--- config.mk ---
export PLATFORM = sky130hd
export DESIGN_NAME = out_uart_tx
export DESIGN_NICKNAME = d
export VERILOG_FILES = /design/src/rtl/out_uart_tx_pkg.sv /design/src/rtl/out_uart_tx_fifo_sync.sv /design/src/rtl/out_uart_tx.sv
export SDC_FILE = /design/constraint.sdc
export NUM_CORES = 1
export LEC_CHECK = 0
export ABC_AREA = 1
export CAP_MARGIN = 20
export CORE_MARGIN = 2
export CORE_UTILIZATION = 63
export DETAILED_ROUTE_END_ITERATION = 6
export PLACE_DENSITY_LB_ADDON = 0.3
export SYNTH_ARGS = -nofsm -noshare
export SYNTH_HDL_FRONTEND = slang
export SYNTH_HIERARCHICAL = 1
export SYNTH_SLANG_ARGS = --single-unit
--- constraint.sdc ---
create_clock -name clk -period 3.2 [get_ports clk]
set_clock_uncertainty 0.2 [all_clocks]
set_input_delay 0.64 -clock clk [delete_from_list [all_inputs] [get_ports clk]]
set_output_delay 0.64 -clock clk [all_outputs]
set_load 0.01 [all_outputs]
--- src/rtl/out_uart_tx_pkg.sv ---
// Shared definitions for the CPU-output UART transmitter: FSM states and
// nibble-to-ASCII-hex conversion.
package out_uart_tx_pkg;

    typedef enum logic [1:0] {
        U_IDLE  = 2'd0,
        U_START = 2'd1,
        U_DATA  = 2'd2,
        U_STOP  = 2'd3
    } tx_state_t;

    localparam logic [7:0] HEX_DIGIT_OFS = 8'h30;
    localparam logic [7:0] HEX_ALPHA_OFS = 8'h37;

    function automatic logic [7:0] hex_ascii(input logic [3:0] v);
        return (v < 4'd10) ? (HEX_DIGIT_OFS + 8'(v)) : (HEX_ALPHA_OFS + 8'(v));
    endfunction

endpackage

--- src/rtl/out_uart_tx_fifo_sync.sv ---
// Single-clock byte FIFO; q shows the head entry whenever not empty.
// A push while full is accepted only if a pop frees the slot on the same edge.
module fifo_sync #(
    parameter int unsigned DEPTH = 8
) (
    input  logic       clk,
    input  logic       rst_n,
    input  logic       push,
    input  logic       pop,
    input  logic [7:0] d,
    output logic [7:0] q,
    output logic       empty,
    output logic       full
);

    localparam int unsigned PTR_W = $clog2(DEPTH);
    localparam int unsigned CNT_W = PTR_W + 1;

    logic [7:0]       mem [DEPTH];
    logic [PTR_W-1:0] wr_ptr;
    logic [PTR_W-1:0] rd_ptr;
    logic [CNT_W-1:0] count;
    logic             wr_en;
    logic             rd_en;

    assign empty = (count == '0);
    assign full  = (count == CNT_W'(DEPTH));
    assign rd_en = pop && !empty;
    assign wr_en = push && (!full || rd_en);
    assign q     = mem[rd_ptr];

    always_ff @(posedge clk) begin : mem_write
        if (wr_en) begin
            mem[wr_ptr] <= d;
        end
    end

    // Pointers wrap naturally because DEPTH is a power of two.
    always_ff @(posedge clk or negedge rst_n) begin : ptr_count
        if (!rst_n) begin
            wr_ptr <= '0;
            rd_ptr <= '0;
            count  <= '0;
        end else begin
            if (wr_en) begin
                wr_ptr <= wr_ptr + PTR_W'(1);
            end
            if (rd_en) begin
                rd_ptr <= rd_ptr + PTR_W'(1);
            end
            case ({wr_en, rd_en})
                2'b10:   count <= count + CNT_W'(1);
                2'b01:   count <= count - CNT_W'(1);
                default: count <= count;
            endcase
        end
    end

endmodule

--- src/rtl/out_uart_tx.sv ---
// Queues each change of the CPU output nibble as an ASCII hex character and
// serializes the queue on a UART 8N1 line.
module out_uart_tx
    import out_uart_tx_pkg::*;
#(
    parameter int unsigned CLKS_PER_BIT = 434,
    parameter int unsigned DEPTH        = 8
) (
    input  logic       clk,
    input  logic       rst_n,
    input  logic [3:0] cpu_out,
    output logic       tx,
    output logic       busy,
    output logic       overflow
);

    localparam int unsigned BAUD_W = $clog2(CLKS_PER_BIT);

    tx_state_t         state;
    logic [3:0]        prev;
    logic [7:0]        shift;
    logic [BAUD_W-1:0] baud;
    logic [2:0]        bit_idx;
    logic              push_req;
    logic              fifo_pop;
    logic              fifo_empty;
    logic              fifo_full;
    logic [7:0]        fifo_q;
    logic              baud_done;

    assign push_req  = (cpu_out != prev);
    assign fifo_pop  = (state == U_IDLE) && !fifo_empty;
    assign baud_done = (baud == BAUD_W'(CLKS_PER_BIT - 1));
    assign busy      = (state != U_IDLE) || !fifo_empty;

    fifo_sync #(
        .DEPTH (DEPTH)
    ) u_fifo (
        .clk   (clk),
        .rst_n (rst_n),
        .push  (push_req),
        .pop   (fifo_pop),
        .d     (hex_ascii(cpu_out)),
        .q     (fifo_q),
        .empty (fifo_empty),
        .full  (fifo_full)
    );

    // Change detect and sticky drop flag.
    always_ff @(posedge clk or negedge rst_n) begin : chg_detect
        if (!rst_n) begin
            prev     <= 4'h0;
            overflow <= 1'b0;
        end else begin
            if (push_req) begin
                prev <= cpu_out;
            end
            if (push_req && fifo_full && !fifo_pop) begin
                overflow <= 1'b1;
            end
        end
    end

    // Frame sequencer; tx is registered so the line never glitches.
    always_ff @(posedge clk or negedge rst_n) begin : tx_fsm
        if (!rst_n) begin
            state   <= U_IDLE;
            shift   <= '0;
            baud    <= '0;
            bit_idx <= '0;
            tx      <= 1'b1;
        end else begin
            case (state)
                U_IDLE: begin
                    tx <= 1'b1;
                    if (!fifo_empty) begin
                        shift <= fifo_q;
                        baud  <= '0;
                        tx    <= 1'b0;
                        state <= U_START;
                    end
                end
                U_START: begin
                    if (baud_done) begin
                        baud    <= '0;
                        bit_idx <= '0;
                        tx      <= shift[0];
                        state   <= U_DATA;
                    end else begin
                        baud <= baud + BAUD_W'(1);
                    end
                end
                U_DATA: begin
                    if (baud_done) begin
                        baud <= '0;
                        if (bit_idx == 3'd7) begin
                            tx    <= 1'b1;
                            state <= U_STOP;
                        end else begin
                            bit_idx <= bit_idx + 3'(1);
                            shift   <= {1'b0, shift[7:1]};
                            tx      <= shift[1];
                        end
                    end else begin
                        baud <= baud + BAUD_W'(1);
                    end
                end
                U_STOP: begin
                    if (baud_done) begin
                        baud  <= '0;
                        state <= U_IDLE;
                    end else begin
                        baud <= baud + BAUD_W'(1);
                    end
                end
                default: begin
                    state <= U_IDLE;
                    tx    <= 1'b1;
                end
            endcase
        end
    end

endmodule

# Word-level counts from Yosys, hierarchy flattened

Memory sizes are Yosys's and may differ from the RTL's.
Index checks and enable logic that the tools add are counted.

Reductions and logical operators: 22
Mux-type cells: 26
Order comparisons: 1
Add/sub/neg operators: 8
Eq/ne operators: 15

Operator list:

| kind                                                             | number |
|---|---|
| 8-bit 2-to-1 mux                                                 | 3 |
| 9-bit 2-to-1 mux                                                 | 2 |
| 9-bit case mux with 2 select lines                               | 1 |
| 8-bit case mux with 2 select lines                               | 1 |
| 6-bit by 4-bit adder with 7-bit output (first input constant)    | 2 |
| 2-bit != test (second input constant)                            | 6 |
| 2-bit 2-to-1 mux                                                 | 5 |
| 3-bit by 1-bit adder with 3-bit output (second input constant)   | 3 |
| 9-bit by 1-bit adder with 9-bit output (second input constant)   | 1 |
| 9-bit == test (second input constant)                            | 1 |
| 3-bit 2-to-1 mux                                                 | 3 |
| 2-bit case mux with 4 select lines                               | 1 |
| 4-bit case mux with 2 select lines                               | 1 |
| 4-bit AND reduction                                              | 2 |
| 2-bit nonzero test                                               | 4 |
| 7-bit 2-to-1 mux                                                 | 1 |
| 2-bit == test (second input constant)                            | 3 |
| 1-bit 2-to-1 mux                                                 | 6 |
| 3-bit case mux with 2 select lines                               | 1 |
| 1-bit logical AND                                                | 5 |
| 5-bit AND reduction                                              | 1 |
| 4-bit by 1-bit adder with 4-bit output (second input constant)   | 1 |
| 2-bit by 1-bit == test with 1-bit output (second input constant) | 2 |
| 4-bit == test (second input constant)                            | 1 |
| other kinds (12)                                                 | 15 |

Input port bits: 6
Logic and storage cells: 83
Memories: 1
Flip-flop bits (word level): 38
Bits in writable memories: 56

Memories:

| name       | words | width | rd ports | clocked after Yosys merged registers in | wr ports | line                        | source |
|---|---|---|---|---|---|---|---|
| u_fifo.mem | 8     | 7     | 1        | 0                                       | 1        | out_uart_tx_fifo_sync.sv:19 | `logic [7:0] mem [DEPTH];` |

# Logic depth before layout (Yosys ltp)

Depth after elaboration: 8
Depth in mapped cells: 14

# Modules after synthesis

The synthesis kept the hierarchy.

By module, submodules not included:

| module      | area an instance (µm²) | instances | sequential area each (µm²) | cells an instance |
|---|---|---|---|---|
| fifo_sync   | 3128.0                 | 1         | 2172.1                     | 254 |
| out_uart_tx | 1656.6                 | 1         | 701.9                      | 198 |

# Worst setup path before layout

Ideal clock, no wire load.

Path kind: input -> register
Start: input cpu_out[0]
End: register u_fifo.count[3]
Slack: 728 ps
Arrival time: 2159 ps
Library setup time: 113 ps
Stages on the path: 12
Path through: xnor2_1 > nand4_1 > inv_1 > nand3_1 > inv_1 > ha_1 > a21oi_1 > nand3_1 > nand2_1 > nand3_1 > nand2_1 > inv_1

Longest elaborated chain between the ends: 4
Elaborated cells between the ends (all ways): 6
Those cells by class: eq/ne (3); mux (1); reduce/logical (2)

Ends and longest elaborated chain:

| element                                                                   | line                        | source |
|---|---|---|
| start, declared                                                           | out_uart_tx.sv:11           | `input logic [3:0] cpu_out,` |
| 4-bit != test *                                                           | out_uart_tx.sv:31           | `assign push_req = (cpu_out != prev);` |
| net push_req                                                              | out_uart_tx.sv:24           | `logic push_req;` |
| 1-bit logical AND *                                                       | out_uart_tx_fifo_sync.sv:29 | `assign wr_en = push && (!full \|\| rd_en);` |
| 2-bit by 1-bit == test with 1-bit output or 2-bit == test (tied branches) | out_uart_tx_fifo_sync.sv:51 | `case ({wr_en, rd_en})` |
| 4-bit case mux with 2 select lines or 2-bit nonzero test (tied branches)  | -                           |  |
| end signal, assigned                                                      | out_uart_tx_fifo_sync.sv:52 | `2'b10: count <= count + CNT_W'(1);` |
| end signal, assigned                                                      | out_uart_tx_fifo_sync.sv:53 | `2'b01: count <= count - CNT_W'(1);` |
| end signal, assigned                                                      | out_uart_tx_fifo_sync.sv:54 | `default: count <= count;` |
| end, declared                                                             | out_uart_tx_fifo_sync.sv:22 | `logic [CNT_W-1:0] count;` |

Mark *: on every way through the listed nets, which the timed path passes. The rest lies on a longest branch.
A chain may end at the register's enable or synchronous reset.

# Worst setup path after layout

Start: input cpu_out[2]
End: register u_fifo.count[3]

Same word-level chain as after synthesis.

==> results.sh <==
export IMPL_synth_cell_types=40
export IMPL_rr_worst_depth=14
export IMPL_cts_tree="done"
export IMPL_grt_pass1_wl_mm=14.7
export IMPL_grt_pass1_vias=3118
export IMPL_drt_iter0_markers=161
export IMPL_area_growth_pct=9.05
export IMPL_p_int_w=0.00221
export IMPL_cp_start_kind="input port"
export IMPL_num_rows=31
export IMPL_r2r_end="u_fifo/count[3]"
export IMPL_clockPowerShare_pct=23.7
export IMPL_path_clk_slew_ns=0.10
export IMPL_p_comb_share_pct=19.7
export IMPL_min_period_ns=2.68
export IMPL_cts_buffers=9
export IMPL_yosys_top_cells_area="edfxtp_1, dfrtp_1, nand2_1"
export IMPL_arrival_ns=2.74
export IMPL_placed_cells=566
export IMPL_syn_area_per_cell_um2=10.6
export IMPL_setup_viol=0
export IMPL_synth_top_cell_area_share_pct=40.2
export IMPL_tns_ns=0
export IMPL_seqPwrFrac_pct=56.6
export IMPL_grt_setup_unrepaired="no"
export IMPL_wl_per_cell_um=15.2
export IMPL_vdd_drop_max_mv=0.575
export IMPL_postCtsSetupBuffers=0
export IMPL_syn_inst=452
export IMPL_r2r_setup_slack_ns=0.65
export IMPL_slew_headroom_pct=42.1
export IMPL_grt_max_degree=39
export IMPL_antenna_found_initial=0
export IMPL_die_w_um=91.1
export IMPL_drive_above_1_share_pct=13.9
export IMPL_path_class="in -> reg"
export IMPL_p_switching_w=0.000957
export IMPL_final_nets=499
export IMPL_endpoint="u_fifo/count[3]"
export IMPL_leakagePower_nw=2.27
export IMPL_p_sw_share_pct=30.3
export IMPL_initial_core_util_pct=65.6
export IMPL_crit_required_ns=3.26
export IMPL_max_freq_mhz=373
export IMPL_core_um2=7290
export IMPL_ios=9
export IMPL_htree_levels=3
export IMPL_cts_sinks=102
export IMPL_hold_viol=0
export IMPL_gr_usage_all_layers_pct=22.9
export IMPL_routed_via_density=5.46
export IMPL_dieArea_um2=8310
export IMPL_worstSetupStartpoint="cpu_out[2]"
export IMPL_end_kind="flop"
export IMPL_drtPass1Iterations=5
export IMPL_ys_ff_latch=102
export IMPL_num_vias=3176
export IMPL_fillers=518
export IMPL_grt_overflow=0
export IMPL_fp_dieH_um=91.1
export IMPL_yosys_area_top_type="edfxtp_1"
export IMPL_tightestPinTransition_ns=0.868
export IMPL_antenna_cells=0
export IMPL_drc_errors=0
export IMPL_period_share_pct=83.8
export IMPL_yosys_warnings=6
export IMPL_routed_wl_mm=8.84
export IMPL_hold_path_class="in -> async"
export IMPL_status="finished clean"
export IMPL_r2r_start="state[0]"
export IMPL_syn_area_um2=4780
export IMPL_final_cell_mix="nand2_1, edfxtp_1, nor2_1"
export IMPL_gp_congestion=0.828
export IMPL_ys_seq_area_share_pct=60.1
export IMPL_layout_commonest_cell="nand2_1"
export IMPL_clock_latency_ns=0.36
export IMPL_area_sequential_um2=2870
export IMPL_ctsRootBufferMaster="clkbuf_8"
export IMPL_cts_resized=0
export IMPL_port_buffers=8
export IMPL_cts_hold_buf=0
export IMPL_synth_edff_count=64
export IMPL_slew_viol_final=0
export IMPL_ant_nets=0
export IMPL_fin_cells=582
export IMPL_cap_viol_max_count=0
export IMPL_dp_hpwl_mm=5.99
export IMPL_synth_top_flop_cell="edfxtp_1"
export IMPL_multi_input_area_um2=1680
export IMPL_p_per_area_nw_per_um2=606
export IMPL_cp_max_fo=5
export IMPL_synthArstFlopShare_pct=37.3
export IMPL_clockBufferDepth=2
-- how the worst min path moves through the flow --
| stage | cells past startpoint | slack [ns] | to | start |
|---|---|---|---|---|
| finish | 1 | 0.17 | shift[6] | rst_n |
| global route | 1 | 0.25 | shift[6] | rst_n |
| CTS | 1 | 0.21 | shift[6] | rst_n |
| detailed placement | 2 | 0.27 | overflow | overflow |
| global placement | 2 | 0.25 | overflow | overflow |
| floorplan | 0 | 0.14 | baud[0] | rst_n |
-- power groups by stage --
stage                     Clock [W]  Sequential, W  Combinational (W)
after detailed placement          0        0.00182           0.000627
final                      0.000748        0.00179           0.000624
after global placement            0        0.00180           0.000606
after CTS                  0.000763        0.00179           0.000629
after global routing       0.000811        0.00181           0.000698
after floorplan                   0        0.00179           0.000416
-- layout make-up --
class	instances	share of cell area (%)
Clock inverter	7	1.08
Inverter	44	3.17
Clock buffer	9	2.37
Tap cell	99	2.37
Sequential cell	102	55.1
Timing Repair Buffer	24	3.74
Multi-Input combinational cell	297	32.2
-- Yosys cell counts (2+ instances only) --
| master | count |
|---|---|
| nand3_2 | 2 |
| a21oi_1 | 8 |
| inv_2 | 9 |
| buf_2 | 8 |
| buf_6 | 2 |
| clkbuf_1 | 4 |
| nand2_4 | 3 |
| nor2_2 | 3 |
| inv_1 | 34 |
| o21ai_2 | 9 |
| o21ai_0 | 24 |
| nand2_1 | 83 |
| nand3_1 | 21 |
| edfxtp_1 | 64 |
| nand2_2 | 4 |
| o21ai_1 | 14 |
| nand4_1 | 5 |
| ha_1 | 14 |
| mux2i_1 | 15 |
| dfrtp_1 | 37 |
| buf_4 | 2 |
| xnor2_1 | 5 |
| xor2_1 | 5 |
| nor3_1 | 5 |
| nor2_1 | 49 |
| o22ai_1 | 9 |
-- registers in the layout, summed over array words and instances (netlist names) --
signal / count
u_fifo/rd_ptr: 3
state: 2
prev: 4
overflow: 1
u_fifo/wr_ptr: 3
baud: 9
u_fifo/count: 4
shift: 8
u_fifo/mem: 64
tx: 1
bit_idx: 3
-- critical path, stage by stage --
cell             delay (ns)
clkdlybuf4s50_1        0.55
xnor2_1                0.14
nand4_1                0.13
inv_1                  0.11
nand3_1                0.16
inv_1                  0.14
ha_1                   0.27
a21oi_1                0.22
nand3_1                0.10
nand2_1                0.10
nand3_1                0.07
nand2_1                0.07
inv_1                  0.04
-- cell families (layout without fill, tap and decap cells) --
kind of cell	after synthesis	count (layout)	share of synthesized area, %
fa+ha+maj	15	15	4.08
flops	102	102	60.1
other cells	1	8	0.0784
compound gates	67	67	8.11
xor+xnor	10	10	1.83
buf+inv	60	84	5.39
simple gates	181	181	17.1
mux	16	16	3.37
-- per-stage QoR --
step	utilization [%]	hold slack (ns)	area (µm²)	setup slack, ns	total power [W]
after floorplan	-	0.144	4810	0.728	0.00221
after global placement	69.1	0.249	5040	0.297	0.00241
after detailed placement	69.1	0.267	5040	0.134	0.00245
after CTS	71.6	0.206	5220	0.526	0.00318
after global routing	71.6	0.250	5220	0.299	0.00332
final	71.6	0.174	5220	0.518	0.00316
-- routing by layer --
metal / global-route usage [%] / up-vias / wire, µm
met2: 37.8 / 77 / 4370
met4: 8.46 / 0 / 166
li1: - / 1565 / -
met1: 30.3 / 1524 / 3880
met3: 4.73 / 10 / 424
met5: 0 / - / 0
No activity file was read; power rests on OpenSTA's default activity.
